<file path="src/rtl/mem_arbiter.sv">
// Two-port memory arbiter: fetch (F) and data (D) share one memory.
// D has priority; F is forced through after STARVE_LIMIT D grants.
module mem_arbiter #(
    parameter int STARVE_LIMIT = 4,
    parameter int TIMEOUT      = 255
) (
    input  logic        clk,
    input  logic        reset,
    input  logic        f_req,
    input  logic        d_req,
    input  logic [31:0] f_addr,
    input  logic [31:0] d_addr,
    input  logic        d_write,
    input  logic        d_signed,
    input  logic [1:0]  d_size,
    input  logic [31:0] d_wdata,
    output logic        f_gnt,
    output logic        d_gnt,
    output logic        f_done,
    output logic        d_done,
    output logic [31:0] f_rdata,
    output logic [31:0] d_rdata,
    output logic        f_fault,
    output logic        d_fault,
    output logic        mem_en,
    output logic        mem_write,
    output logic        mem_signed,
    output logic [1:0]  mem_size,
    output logic [31:0] mem_addr,
    output logic [31:0] mem_wdata,
    input  logic [31:0] mem_rdata,
    input  logic        mem_busy,
    input  logic        mem_fault
);

    typedef enum logic [1:0] {
        IDLE,
        BUSY,
        DONE
    } state_e;

    localparam logic [2:0] SLIM  = 3'(STARVE_LIMIT);
    localparam logic [7:0] TLAST = 8'(TIMEOUT - 1);

    state_e      state_q, state_d;
    logic        win_q, win_d;
    logic [31:0] addr_q, addr_d;
    logic [31:0] wdata_q, wdata_d;
    logic        write_q, write_d;
    logic        signed_q, signed_d;
    logic [1:0]  size_q, size_d;
    logic [2:0]  starve_q, starve_d;
    logic [7:0]  tmo_q, tmo_d;
    logic        fault_q, fault_d;
    logic [31:0] f_rdata_q, f_rdata_d;
    logic [31:0] d_rdata_q, d_rdata_d;

    logic any_req;
    logic pick_d;

    // Arbitration: D wins unless F is waiting and has been starved out.
    always_comb begin
        any_req = f_req | d_req;
        pick_d  = d_req & ~(f_req & (starve_q == SLIM));
    end

    // Next-state, command capture, completion/timeout and grant pulses.
    always_comb begin
        state_d   = state_q;
        win_d     = win_q;
        addr_d    = addr_q;
        wdata_d   = wdata_q;
        write_d   = write_q;
        signed_d  = signed_q;
        size_d    = size_q;
        starve_d  = starve_q;
        tmo_d     = tmo_q;
        fault_d   = fault_q;
        f_rdata_d = f_rdata_q;
        d_rdata_d = d_rdata_q;
        f_gnt     = 1'b0;
        d_gnt     = 1'b0;
        unique case (state_q)
            IDLE: begin
                if (any_req && !reset) begin
                    state_d = BUSY;
                    win_d   = pick_d;
                    tmo_d   = 8'd0;
                    f_gnt   = ~pick_d;
                    d_gnt   = pick_d;
                    if (pick_d) begin
                        addr_d   = d_addr;
                        wdata_d  = d_wdata;
                        write_d  = d_write;
                        signed_d = d_signed;
                        size_d   = d_size;
                        if (f_req && starve_q != SLIM) begin
                            starve_d = starve_q + 3'd1;
                        end
                    end else begin
                        addr_d   = f_addr;
                        wdata_d  = 32'd0;
                        write_d  = 1'b0;
                        signed_d = 1'b0;
                        size_d   = 2'b10;
                        starve_d = 3'd0;
                    end
                end
            end
            BUSY: begin
                if (!mem_busy) begin
                    state_d = DONE;
                    fault_d = mem_fault;
                    if (win_q) d_rdata_d = mem_rdata;
                    else       f_rdata_d = mem_rdata;
                end else if (tmo_q == TLAST) begin
                    state_d = DONE;
                    fault_d = 1'b1;
                    if (win_q) d_rdata_d = 32'd0;
                    else       f_rdata_d = 32'd0;
                end else begin
                    tmo_d = tmo_q + 8'd1;
                end
            end
            DONE: begin
                state_d = IDLE;
            end
            default: begin
                state_d = IDLE;
            end
        endcase
    end

    // Memory command and per-port results decoded from registered state.
    always_comb begin
        mem_en     = (state_q == BUSY);
        mem_write  = mem_en & write_q;
        mem_signed = signed_q;
        mem_size   = size_q;
        mem_addr   = addr_q;
        mem_wdata  = wdata_q;
        f_done     = (state_q == DONE) & ~win_q;
        d_done     = (state_q == DONE) & win_q;
        f_fault    = f_done & fault_q;
        d_fault    = d_done & fault_q;
        f_rdata    = f_rdata_q;
        d_rdata    = d_rdata_q;
    end

    // State registers with synchronous reset.
    always_ff @(posedge clk) begin
        if (reset) begin
            state_q   <= IDLE;
            win_q     <= 1'b0;
            addr_q    <= 32'd0;
            wdata_q   <= 32'd0;
            write_q   <= 1'b0;
            signed_q  <= 1'b0;
            size_q    <= 2'b00;
            starve_q  <= 3'd0;
            tmo_q     <= 8'd0;
            fault_q   <= 1'b0;
            f_rdata_q <= 32'd0;
            d_rdata_q <= 32'd0;
        end else begin
            state_q   <= state_d;
            win_q     <= win_d;
            addr_q    <= addr_d;
            wdata_q   <= wdata_d;
            write_q   <= write_d;
            signed_q  <= signed_d;
            size_q    <= size_d;
            starve_q  <= starve_d;
            tmo_q     <= tmo_d;
            fault_q   <= fault_d;
            f_rdata_q <= f_rdata_d;
            d_rdata_q <= d_rdata_d;
        end
    end

endmodule

</file>
<file path="config.mk">
export PLATFORM = sky130hd
export DESIGN_NAME = mem_arbiter
export DESIGN_NICKNAME = d
export VERILOG_FILES = /design/src/rtl/mem_arbiter.sv
export SDC_FILE = /design/constraint.sdc
export NUM_CORES = 1
export LEC_CHECK = 0
export BUFFER_PORTS_ARGS = -buffer_cell sky130_fd_sc_hd__buf_2
export CAP_MARGIN = 20
export CORE_MARGIN = 5
export CORE_UTILIZATION = 47
export DETAILED_ROUTE_END_ITERATION = 16
export GPL_ROUTABILITY_DRIVEN = 1
export PLACE_DENSITY = 0.82
export SYNTH_ARGS = -nofsm -noshare
export SYNTH_HDL_FRONTEND = slang
export SYNTH_SLANG_ARGS = --single-unit
</file>
<file path="constraint.sdc">
create_clock -name clk -period 3 [get_ports clk]
set_clock_uncertainty 0.1 [all_clocks]
set_input_delay 0.9 -clock clk [delete_from_list [all_inputs] [get_ports clk]]
set_output_delay 0.9 -clock clk [all_outputs]
set_load 0.05 [all_outputs]
</file>
==> results of run 1 <==
[layout make-up]
| class | instances | area, um2 | area share, % |
|---|---|---|---|
| sequential | 147 | 2940 | 36.6 |
| multi-input combinational | 511 | 2780 | 34.5 |
| timing repair buffer | 287 | 1500 | 18.7 |
| clock buffer | 17 | 425 | 5.28 |
| tap | 172 | 215 | 2.67 |
| clock inverter | 15 | 159 | 1.97 |
| inverter | 4 | 15.0 | 0.186 |
| antenna | 3 | 7.51 | 0.0932 |
[state kept, by name (all words and copies together) (netlist names)]
name	count
mem_size	2
tmo_q	8
fault_q	1
f_rdata	32
write_q	1
mem_signed	1
state_q	2
win_q	1
mem_addr	32
d_rdata	32
mem_wdata	32
starve_q	3
[cells in the final DEF, fill, tap and decap left out, types with 2 or more instances in the layout]
| master | n |
|---|---|
| sky130_fd_sc_hd__dfxtp_1 | 146 |
| sky130_fd_sc_hd__inv_6 | 2 |
| sky130_fd_sc_hd__bufinv_16 | 2 |
| sky130_fd_sc_hd__a311oi_1 | 64 |
| sky130_fd_sc_hd__ha_1 | 4 |
| sky130_fd_sc_hd__nor3_2 | 2 |
| sky130_fd_sc_hd__diode_2 | 3 |
| sky130_fd_sc_hd__and2_1 | 4 |
| sky130_fd_sc_hd__nor3_1 | 6 |
| sky130_fd_sc_hd__nand2_1 | 171 |
| sky130_fd_sc_hd__buf_12 | 3 |
| sky130_fd_sc_hd__o21a_1 | 2 |
| sky130_fd_sc_hd__nand2b_1 | 2 |
| sky130_fd_sc_hd__clkinv_2 | 2 |
| sky130_fd_sc_hd__a21oi_1 | 110 |
| sky130_fd_sc_hd__inv_1 | 3 |
| sky130_fd_sc_hd__a31oi_1 | 5 |
| sky130_fd_sc_hd__nand3_1 | 49 |
| sky130_fd_sc_hd__clkinv_4 | 3 |
| sky130_fd_sc_hd__nor3b_2 | 2 |
| sky130_fd_sc_hd__nand3b_1 | 2 |
| sky130_fd_sc_hd__clkbuf_16 | 17 |
| sky130_fd_sc_hd__o31ai_1 | 32 |
| sky130_fd_sc_hd__clkinvlp_4 | 6 |
| sky130_fd_sc_hd__buf_4 | 9 |
| sky130_fd_sc_hd__nor2_1 | 37 |
| sky130_fd_sc_hd__buf_2 | 275 |
[critical path, delay by kind of cell]
kind          cells  cell delay [ps]
simple gates      3              490
buf+inv           2              440
[per-stage QoR]
stage	std cells	instance area [um2]	hold slack, ps	util (%)	TNS, ps
floorplan	736	6070	327	-	-139
global placement	1121	7460	336	59.1	0
detailed placement	1121	7460	341	59.1	0
CTS	1153	8040	348	63.7	0
global route	1155	8050	364	63.8	0
finish	1156	8050	347	63.8	0
[power by group through the flow]
stage | Combinational, mW | Clock, mW | Sequential, mW
3_3_place_gp | 0.996 | 0 | 2.15
3_5_place_dp | 1.00 | 0 | 2.16
5_1_grt | 1.07 | 2.20 | 2.13
6_report | 1.00 | 2.08 | 2.12
2_1_floorplan | 0.364 | 0 | 2.50
4_1_cts | 1.00 | 2.11 | 2.12
[layer usage]
| metal | up-vias | global-route usage (%) | wire length [um] |
|---|---|---|---|
| li1 | 3094 | - | - |
| met1 | 2812 | 28.3 | 7250 |
| met2 | 258 | 37.8 | 8890 |
| met3 | 38 | 8.60 | 1910 |
| met4 | 0 | 11.8 | 660 |
| met5 | - | 0 | 0 |
[path summary, 6_finish.rpt]
check | from | to | slack, ps | cells after the start
max reg2reg | win_q | d_rdata[27] | 810 | 5
min | mem_wdata[23] | mem_wdata[23] | 350 | 2
min reg2reg | mem_wdata[23] | mem_wdata[23] | 350 | 2
max | f_req | f_gnt | 160 | 5
[logic make-up (layout without fill, tap and decap cells)]
kind of cell    after synthesis  after routing
compound gates              220            220
fa+ha+maj                     4              4
buf+inv                      78            323
flops                       147            147
other cells                   0              3
simple gates                287            287
==> flow_results.org, run 1 <==
** Clock tree
- Number of CTS-inserted buffers :: 17
- After clock tree synthesis, the clock-pin slew on the worst setup and hold paths is 60 ps.
- Largest buffer count on any clock path :: 2
- The number of hold buffers added after CTS was 0.
- TritonCTS clock tree :: built
- At the later pin of the worst-skew pair, clock insertion delay measures 410 ps.
- CTS root buffer :: sky130_fd_sc_hd__clkbuf_16
- Once the clock tree was built, the setup fixing pass inserted 0 buffers.
- CTS HTree Levels :: 4
- Counting every sink on the clock net gives 147.
- Number of instances resized during post-cts repair :: 0

** Timing
- Remaining max-slew budget at the tightest pin :: 47.1%
- Setup violations remaining at the end of the flow were counted as 0.
- For the pin with the worst max-slew slack, the measured transition is 791 ps.
- Hold violation count in the final report :: 0
- Fin crit period :: 2840 ps
- Crit path setup slack, layout :: 158 ps
- For this run, the top clock speed supported by timing is 0.352 GHz.
- Post-route fraction of the period consumed by the critical path :: 94.7%
- RSZ-0062 raised after global routing :: false
- Max-slew violation count :: 0

** Routing
- Average routed wire per standard cell :: 16.2 um
- Routed via count divided by cell count :: 5.37
- Drt first pass iters :: 5
- Routed vias :: 6202
- Post-detailed-route count of antenna-violating nets :: 0
- The final layout contains routed wiring with a total length of 18700 um.
- DR iter-0 viols :: 493
- DR DRC count :: 0

** Layout
- Layout area overhead :: 33.1%
- After the last flow step, the layout net total stands at 1110.
- Fill cell total of the finished layout :: 1097
- Share of cells above drive strength 1 :: 33.7%

** Outcome
- Result of the run :: complete, no violations

** Worst setup path
- The worst setup path is captured at an output port.
- Kind of launch point of the worst setup path :: input pin
- Delay of the slowest cell on the worst path :: 290 ps
- Most frequent CP cell :: sky130_fd_sc_hd__buf_2
- Among all stages on the critical path, the largest delay is contributed by sky130_fd_sc_hd__buf_2.
- Cells along the critical path :: buf_2, nand3_1, and2_2, nor3_2, buf_2
- Critical-path maximum fanout :: 5
- Data on the critical path is required at its endpoint by 2000 ps.
- Data on the critical path arrives at its endpoint at 1840 ps.
- Class of the most critical setup path :: input pin to output port

** Logic synthesis
- Among all flip-flop cells after synthesis, the most frequent one is sky130_fd_sc_hd__dfxtp_1.
- The cell area that synthesis handed to floorplanning was 6050 um2.
- Summing the areas of all xor and xnor instances in the mapped netlist gives 0% of the synthesized area.
- Distinct cell type count after synthesis :: 35
- In the synthesized netlist, the number of instances is 736.
- The synthesized design contains 147 register bits.
- The largest total area in the synthesized netlist belongs to sky130_fd_sc_hd__dfxtp_1.
- Combinational family with the most area after synthesis :: compound AO/OA/AOI/OAI gates
- Post-Synthesis Mean Instance Area :: 8.22 um2
- In the synthesized netlist, mux cells make up 0% of the area.
- Post-Synthesis Net Count :: 878
- The synthesized netlist devotes 0.827% of its cell area to adder and majority cells.
- Synth Area in Simple Gates :: 20.3%
- Sorting the synthesized cells by area gives the leading types as sky130_fd_sc_hd__dfxtp_1 (49%), sky130_fd_sc_hd__nand2_1 (11%), sky130_fd_sc_hd__a311oi_1 (9.3%).
- Warning count from the yosys run :: 0
- The commonest cells after synthesis are sky130_fd_sc_hd__nand2_1 (171), sky130_fd_sc_hd__dfxtp_1 (147), sky130_fd_sc_hd__a21oi_1 (110).
- Part of the Yosys area used for sequential elements :: 48.6%
- Share of the synthesized area in compound gates (AO/OA/AOI/OAI) :: 24.0%
- sky130_fd_sc_hd__nand2_1 is the most common cell in the netlist.
- Of the post-synthesis cell area, the dominant cell type holds 48.6%.
- Number of enable flip-flop cells after synthesis :: 0
- For this run, asynchronously set or reset flops after synthesis account for 0%.

** Die
- Die width :: 123 um
- 277 I/O pins were placed.
- The initial utilization of the core area, before any placement, comes to 47.9%.
- Die area :: 15200 um2
- From bottom edge to top edge, the die measures 123 um.
- The core region is 12600 um2.
- Row Count :: 41

** Placement
- Sum of net half-perimeters after detailed placement :: 12700 um
- Prior to clock tree synthesis, the placed netlist has a worst setup slack of 167 ps.
- I/O Buffers :: 276
- The congestion estimate from routability-driven global placement came to 0.831.

** Power and ir drop
- The internal power of the cells totals 3.55 mW.
- Across the VDD grid, the largest voltage drop is 0.366 mV.
- Power per cell area :: 645 nW/um2
- Lkg Pwr :: 3.46 nW
- Overall Power :: 5.19 mW
- The analysis attributes to net switching a power of 1.65 mW.
- Relative contribution of combinational cells to total power :: 19.3%
- The clock network is responsible for 40.0% of the overall power.
- Switching part of the total power :: 31.7%
- Sequential fraction of design power :: 40.8%

** Global routing
- Entering global routing, the biggest net connects 149 pins.
- Antenna violations before repair :: 2
- The first global-routing pass estimated 28700 um of wire.
- The total overflow left after global routing is 0.
- Global routing usage summed across all routing layers :: 23.7%
- Vias in the first global route :: 5759

** Hold path
- The min-delay analysis places its worst path in the category flop to flop.

** Flow run
- Across the run, the number of max-cap violations was 0.
Power figures use the tool's default switching activity.
==> run 2: changes to the inputs <==
- CORE_UTILIZATION: 47 -> 51
- PLACE_DENSITY: 0.82 -> 0.88
- TNS_END_PERCENT: unset -> 10
- clock period: 3 -> 3.5 ns (I/O delays scaled with it)
==> run 2 against run 1 <==
Compared with the run above:
- total power is 9.3% lower
- global-route usage is 2.2 points higher
- sequential share of layout area is 0.057 points lower
- cell area is 0.16% higher
- highest routed layer is now met5
- wire length is 0.55% higher
- non-clock buffer count is 3 higher
- largest power group is now clock
==> flow_results.org, run 2 (synthesis gave the netlist of run 1 again) <==
** Outcome
- Result of the run :: complete, no violations

** Worst setup path
- In this design, the stage delay of the slowest critical-path cell is 280 ps.
- STA classifies the critical path startpoint as an input pin.
- Category of the worst setup path capture point :: output port
- For the worst setup path, the data arrival time is 1950 ps.
- Counting stages on the worst path, the most repeated cell is sky130_fd_sc_hd__buf_2.
- Along the worst path, the maximum fanout reaches 5.
- Among all stages on the critical path, the largest delay is contributed by sky130_fd_sc_hd__buf_2.
- Across all register-to-register paths, the minimum setup slack is 1400 ps.
- STA puts the critical path data required time at 2350 ps.
- Number of buffer and inverter stages on the critical path :: 2
- Cells along the critical path :: buf_2, nand3_1, and2_2, nor3_2, buf_2
- By startpoint and endpoint, the worst setup path is classified as input pin to output port.
- Kind of cell adding the most delay to the critical path :: simple AND/OR/NAND/NOR gates

** Layout
- Once layout is complete, the utilization of the core stands at 70.0%.
- Layout area overhead :: 33.3%
- Number of antenna diodes :: 0
- Filler-free cell count of the finished design :: 1126
- Top library cells by usage in the layout, fill and taps aside :: sky130_fd_sc_hd__buf_2 (275), sky130_fd_sc_hd__nand2_1 (171), sky130_fd_sc_hd__dfxtp_1 (146)
- In the final layout, the share of cells above drive strength 1 is 33.6%.
- For this run, the post-layout net count is 1113.
- Leading cell type in the layout, fill and taps excluded :: sky130_fd_sc_hd__buf_2

** Global routing
- Pin count of the biggest net entering global routing :: 74
- First-pass GRT wire length :: 29900 um
- After global routing the overflow that remains totals 0.
- For this run, the total global-route usage over all layers was measured as 25.9%.
- The initial antenna violation count is 2.
- The number of global-route vias before repair came to 5939.

** Flow run
- Max-cap violations in this run came to 0.

** Die
- The initial utilization of the core area, before any placement, comes to 52.5%.
- The die covers 14100 um2.
- Die span in y :: 119 um
- In this run the core area contains 39 standard-cell rows.
- Die width :: 119 um
- Pin placement for this block handled 277 I/O pins.
- Area of the placeable core :: 11500 um2

** Timing
- Fin crit period :: 3100 ps
- Of the available clock period, the critical path in the final layout requires 88.5%.
- The count of final max-slew check failures came to 0.
- Crit path setup slack, layout :: 402 ps
- Final-report setup violation count :: 0
- Setup repair after global routing left no endpoint under its margin.
- After routing, the total negative slack on setup checks comes to 0 ps.
- Remaining max-slew budget at the tightest pin :: 43.4%
- Static timing analysis puts the maximum clock frequency at 0.323 GHz.
- Hold violation count in the final report :: 0
- Slew at the pin closest to its max-slew limit :: 848 ps

** Routing
- For this block, the initial DRC count from the detailed router was 576.
- Post-detailed-route count of antenna-violating nets :: 0
- In the final routed layout, each cell accounts on average for 16.7 um.
- Summed over all layers, the routed wires come to 18800 um.
- Routed via count divided by cell count :: 5.66
- In the routed design, unresolved DRC markers number 0.
- Routed vias :: 6369
- The first TritonRoute pass finished after 5 iterations.

** Clock tree
- The H-tree generated during clock tree synthesis spans 4 levels.
- After clock tree synthesis, the clock-pin slew on the worst setup and hold paths is 60 ps.
- Buffers inserted to repair hold after CTS numbered 0.
- TritonCTS clock tree :: built
- CTS root buffer :: sky130_fd_sc_hd__clkbuf_16
- Once the clock tree was built, the resizer swapped 0 gates to a different size.
- The clock passes through at most 2 buffers.
- After clock tree synthesis, the setup repair step added 0 buffers.
- Number of sinks handled by clock tree synthesis :: 147
- Latest clock arrival within the worst-skew pair :: 430 ps
- Number of CTS-inserted buffers :: 17

** Placement
- Cell total after placement :: 1095
- Port buffering added 276 buffers.
- Pre-CTS worst setup slack :: 412 ps
- The HPWL after detailed placement is 12900 um.
- Final estimated routing congestion in global placement :: 0.851

** Power and ir drop
- Summed over all nets, the switching power comes to 1.40 mW.
- For this design the ratio of total power to cell area is 584 nW/um2.
- VDD sags by at most 0.454 mV.
- Overall Power :: 4.71 mW
- Switching part of the total power :: 29.6%
- Part of the total power dissipated in the clock network :: 43.3%
- Sequential fraction of design power :: 38.5%
- The analysis attributes to cell leakage a power of 3.51 nW.
- Internal power comes to 3.31 mW.
- The share of total power dissipated in combinational logic is 18.2%.

** Hold path
- The worst hold path belongs to the class flop to flop.
-- run 2: changes by cell type in the layout (fill, tap and decap cells not counted), moves of 2 or more --
cell / before / now
sky130_fd_sc_hd__diode_2: 3 / 0
sky130_fd_sc_hd__inv_6: 2 / 0
sky130_fd_sc_hd__clkinvlp_4: 6 / 2
sky130_fd_sc_hd__buf_12: 3 / 1
sky130_fd_sc_hd__buf_4: 9 / 14
sky130_fd_sc_hd__bufinv_16: 2 / 6
-- run 2: cell type report --
class                           count  area [um2]
Clock inverter                     14         236
Timing Repair Buffer              290        1500
Clock buffer                       17         425
Tap cell                          143         179
Sequential cell                   147        2940
Fill cell                         937        3450
Inverter                            4        15.0
Multi-Input combinational cell    511        2760
-- run 2: stage by stage --
stage | instance area, um2 | hold WS [ps]
after global routing | 8060 | 362
after floorplan | 6060 | 327
after detailed placement | 7400 | 342
final | 8060 | 345
after global placement | 7400 | 335
after CTS | 8060 | 348
-- run 2: worst paths after layout --
path / startpoint / to / depth (start not counted)
max: f_req / f_gnt / 5
min: mem_wdata[2] / mem_wdata[2] / 2
max reg2reg: starve_q[0] / mem_addr[17] / 7
min reg2reg: mem_wdata[2] / mem_wdata[2] / 2
-- run 2: routing by layer --
layer	track usage, %	vias to the layer above	wire [um]
met5	0	-	25
li1	-	3096	-
met3	9.57	43	1840
met1	29.1	2915	6990
met4	10.1	4	461
met2	44.8	311	9500
-- run 2: power groups by stage --
stage	combinational [mW]	sequential, mW	clock [mW]
global route	0.914	1.82	2.15
detailed placement	0.855	1.85	0
global placement	0.847	1.84	0
CTS	0.858	1.81	2.06
finish	0.858	1.81	2.04
floorplan	0.310	2.14	0
-- run 2: tightest hold or removal path, stage by stage, from the launching register on --
cell and delay, ps:
sky130_fd_sc_hd__dfxtp_1 300, sky130_fd_sc_hd__nand2_1 50, sky130_fd_sc_hd__a21oi_1 50
==> run 3: changes to the inputs <==
- CORE_UTILIZATION: 51 -> 52
- CTS_BUF_LIST: unset -> sky130_fd_sc_hd__clkbuf_4 sky130_fd_sc_hd__clkbuf_8
- PLACE_DENSITY: 0.88 -> 0.9
==> run 3 against run 2 <==
Compared with the run above:
- highest routed layer unchanged
- cell count shrank 0.36%
- sequential power about the same
- non-clock buffer count shrank 3
- utilization is 2.2 points lower
- largest cell class unchanged
- combinational power is 0.5% lower
- critical path depth unchanged
==> flow_results.org, run 3 (synthesis gave the netlist of run 1 again) <==
** Outcome
- The run finished with clean final reports.

** Power and ir drop
- The clock network is responsible for 31.7% of the overall power.
- The internal power of the cells totals 2.63 mW.
- IR analysis of the VDD net gives a maximum drop of 0.299 mV.
- Net switching is 32.6% of the power.
- Sequential fraction of design power :: 46.4%
- Power per cell area :: 503 nW/um2
- Lkg Pwr :: 3.37 nW
- In this run, the combinational gates consume 21.9% of the power.
- For this design the total switching power over the nets is 1.27 mW.

** Timing
- The count of final max-slew check failures came to 0.
- Setup violations remaining at the end of the flow were counted as 0.
- Final Hold Slack :: 349 ps
- Fmax :: 0.317 GHz
- At the pin with the least slew margin, the transition time is 1050 ps.
- The final critical path takes up 90.1% of the cycle.
- Hold violation count in the final report :: 0
- For the finished layout, the period the worst path requires is 3150 ps.
- Setup repair after global routing left no endpoint under its margin.
- Remaining max-slew budget at the tightest pin :: 30.2%

** Layout
- Storage element area :: 2940 um2
- Multi-input gate area in the final layout :: 2770 um2
- Fill cell total of the finished layout :: 949
- Leaving out fill and tap cells, the most frequent cell in the layout is sky130_fd_sc_hd__buf_2.
- The finished cells cover 7750 um2.
- From synthesis to final layout, the design area changed by 28.0%.
- Top library cells by usage in the layout, fill and taps aside :: sky130_fd_sc_hd__buf_2 (275), sky130_fd_sc_hd__nand2_1 (171), sky130_fd_sc_hd__dfxtp_1 (146)
- Share of cells above drive strength 1 :: 33.4%
- At the end of the flow, the number of nets in the layout was 1110.
- The number of antenna diodes in the final layout is 0.

** Routing
- The routed layout has 6316 vias.
- Drt first pass iters :: 5
- Using the TritonRoute via totals, the vias-per-cell ratio works out to 5.63.
- For this run, design rule violations remaining after detail routing come to 0.
- The count of nets left with antenna violations once routing finished came out at 0.
- Dividing the detail-routed wire length by the instance count gives 16.3 um.
- DR iter-0 viols :: 613
- Wires add up to 18300 um.

** Die
- Top-level I/O count :: 277
- Die width :: 118 um
- Area of the placeable core :: 11400 um2
- The initial utilization of the core area, before any placement, comes to 53.0%.
- Die area :: 13900 um2
- Die span in y :: 118 um
- The floorplan has 39 rows.

** Clock tree
- In this run the deepest clock path goes through 2 buffers.
- The cell sitting at the root of the clock tree is a sky130_fd_sc_hd__clkbuf_8.
- Number of sinks handled by clock tree synthesis :: 147
- CTS HTree Levels :: 4
- Latest clock arrival within the worst-skew pair :: 440 ps
- Number of hold buffers added after CTS :: 0
- After clock tree synthesis, the clock-pin slew on the worst setup and hold paths is 70 ps.
- Post-CTS timing repair inserted 0 buffers for setup.
- Number of CTS-inserted buffers :: 17
- Number of instances resized during post-cts repair :: 0
- TritonCTS clock tree :: built

** Flow run
- Across the run, the number of max-cap violations was 0.

** Global routing
- First-pass GRT wire length :: 29000 um
- Vias in the first global route :: 5686
- Entering global routing, the biggest net connects 102 pins.
- The initial antenna violation count came to 1.
- Global routing used 25.2% of the available tracks.
- After global routing the overflow that remains totals 0.

** Placement
- I/O Buffers :: 276
- Detailed placement finished with a half-perimeter wire length of 12600 um.
- Routability-driven placement finished with a final weighted congestion of 0.836.
- Once placement finished, the instance area stood at 7380 um2.

** Hold path
- The worst hold path terminates at mem_wdata[10].
- Hold Crit Start :: mem_wdata[10]
- Hold WC Path Type :: flop to flop
- Counting instances, the worst hold path has a depth of 2.

** Worst setup path
- STA classifies the critical path startpoint as an input pin.
- In this run the critical register-to-register path is captured at d_rdata[9].
- Setup slack on the worst reg-to-reg path comes out at 1160 ps.
- Startpoint of the lowest-slack register-to-register path :: win_q
- Category of the worst setup path capture point :: output port
- At the worst endpoint, the arrival time is 2000 ps.
- Class of the most critical setup path :: input pin to output port
- Critical-path maximum fanout :: 5
- R2r worst-path depth :: 5
- Data on the critical path is required at its endpoint by 2350 ps.
[run 3: cell types whose count changed in the layout (fill, tap and decap cells not counted)]
cell / delta
sky130_fd_sc_hd__bufinv_16: -5
sky130_fd_sc_hd__clkinv_4: -3
sky130_fd_sc_hd__nand2b_2: +1
sky130_fd_sc_hd__clkbuf_4: +5
sky130_fd_sc_hd__clkinvlp_4: -1
sky130_fd_sc_hd__clkbuf_16: -17
sky130_fd_sc_hd__nand2b_1: -1
sky130_fd_sc_hd__clkbuf_8: +20
sky130_fd_sc_hd__buf_4: -3
[run 3: critical path, cell delays in order]
cell and delay, ps:
sky130_fd_sc_hd__buf_2 140, sky130_fd_sc_hd__nand3_1 110, sky130_fd_sc_hd__and2_2 220, sky130_fd_sc_hd__nor3_2 170, sky130_fd_sc_hd__buf_2 300
[run 3: metrics by stage]
step	total power, mW	setup TNS [ps]	utilization (%)	worst slack, ps	cells
floorplan	2.45	-330	-	-330	736
global route	4.06	0	67.9	305	1122
global placement	2.69	0	64.7	408	1092
finish	3.90	0	67.9	347	1122
detailed placement	2.70	0	64.7	372	1092
CTS	3.93	0	67.9	362	1122
[run 3: cell type report]
| cell class | instances | share of cell area [%] |
|---|---|---|
| Sequential cell | 147 | 38.0 |
| Multi-Input combinational cell | 511 | 35.7 |
| Tap cell | 143 | 2.31 |
| Clock inverter | 5 | 0.678 |
| Inverter | 4 | 0.194 |
| Clock buffer | 25 | 4.04 |
| Timing Repair Buffer | 287 | 19.1 |
[run 3: how the worst max path moves through the flow]
stage	from	end	slack [ps]	cells past startpoint
after CTS	f_req	f_gnt	360	5
after global placement	f_req	f_gnt	410	5
after floorplan	reset	d_gnt	-330	4
after global routing	f_req	f_gnt	300	5
after detailed placement	f_req	f_gnt	370	5
final	f_req	f_gnt	350	5
[run 3: power groups by stage]
stage,clock (mW),combinational (mW),sequential [mW]
6_report,1.24,0.854,1.81
3_3_place_gp,0,0.844,1.84
4_1_cts,1.27,0.854,1.81
5_1_grt,1.33,0.911,1.82
2_1_floorplan,0,0.310,2.14
3_5_place_dp,0,0.853,1.85
[run 3: per-layer routing]
| layer | global-route usage (%) | wire length (um) |
|---|---|---|
| met2 | 41.1 | 9050 |
| met1 | 28.9 | 6850 |
| met4 | 12.5 | 679 |
| met3 | 9.51 | 1660 |
| met5 | 0 | 11 |
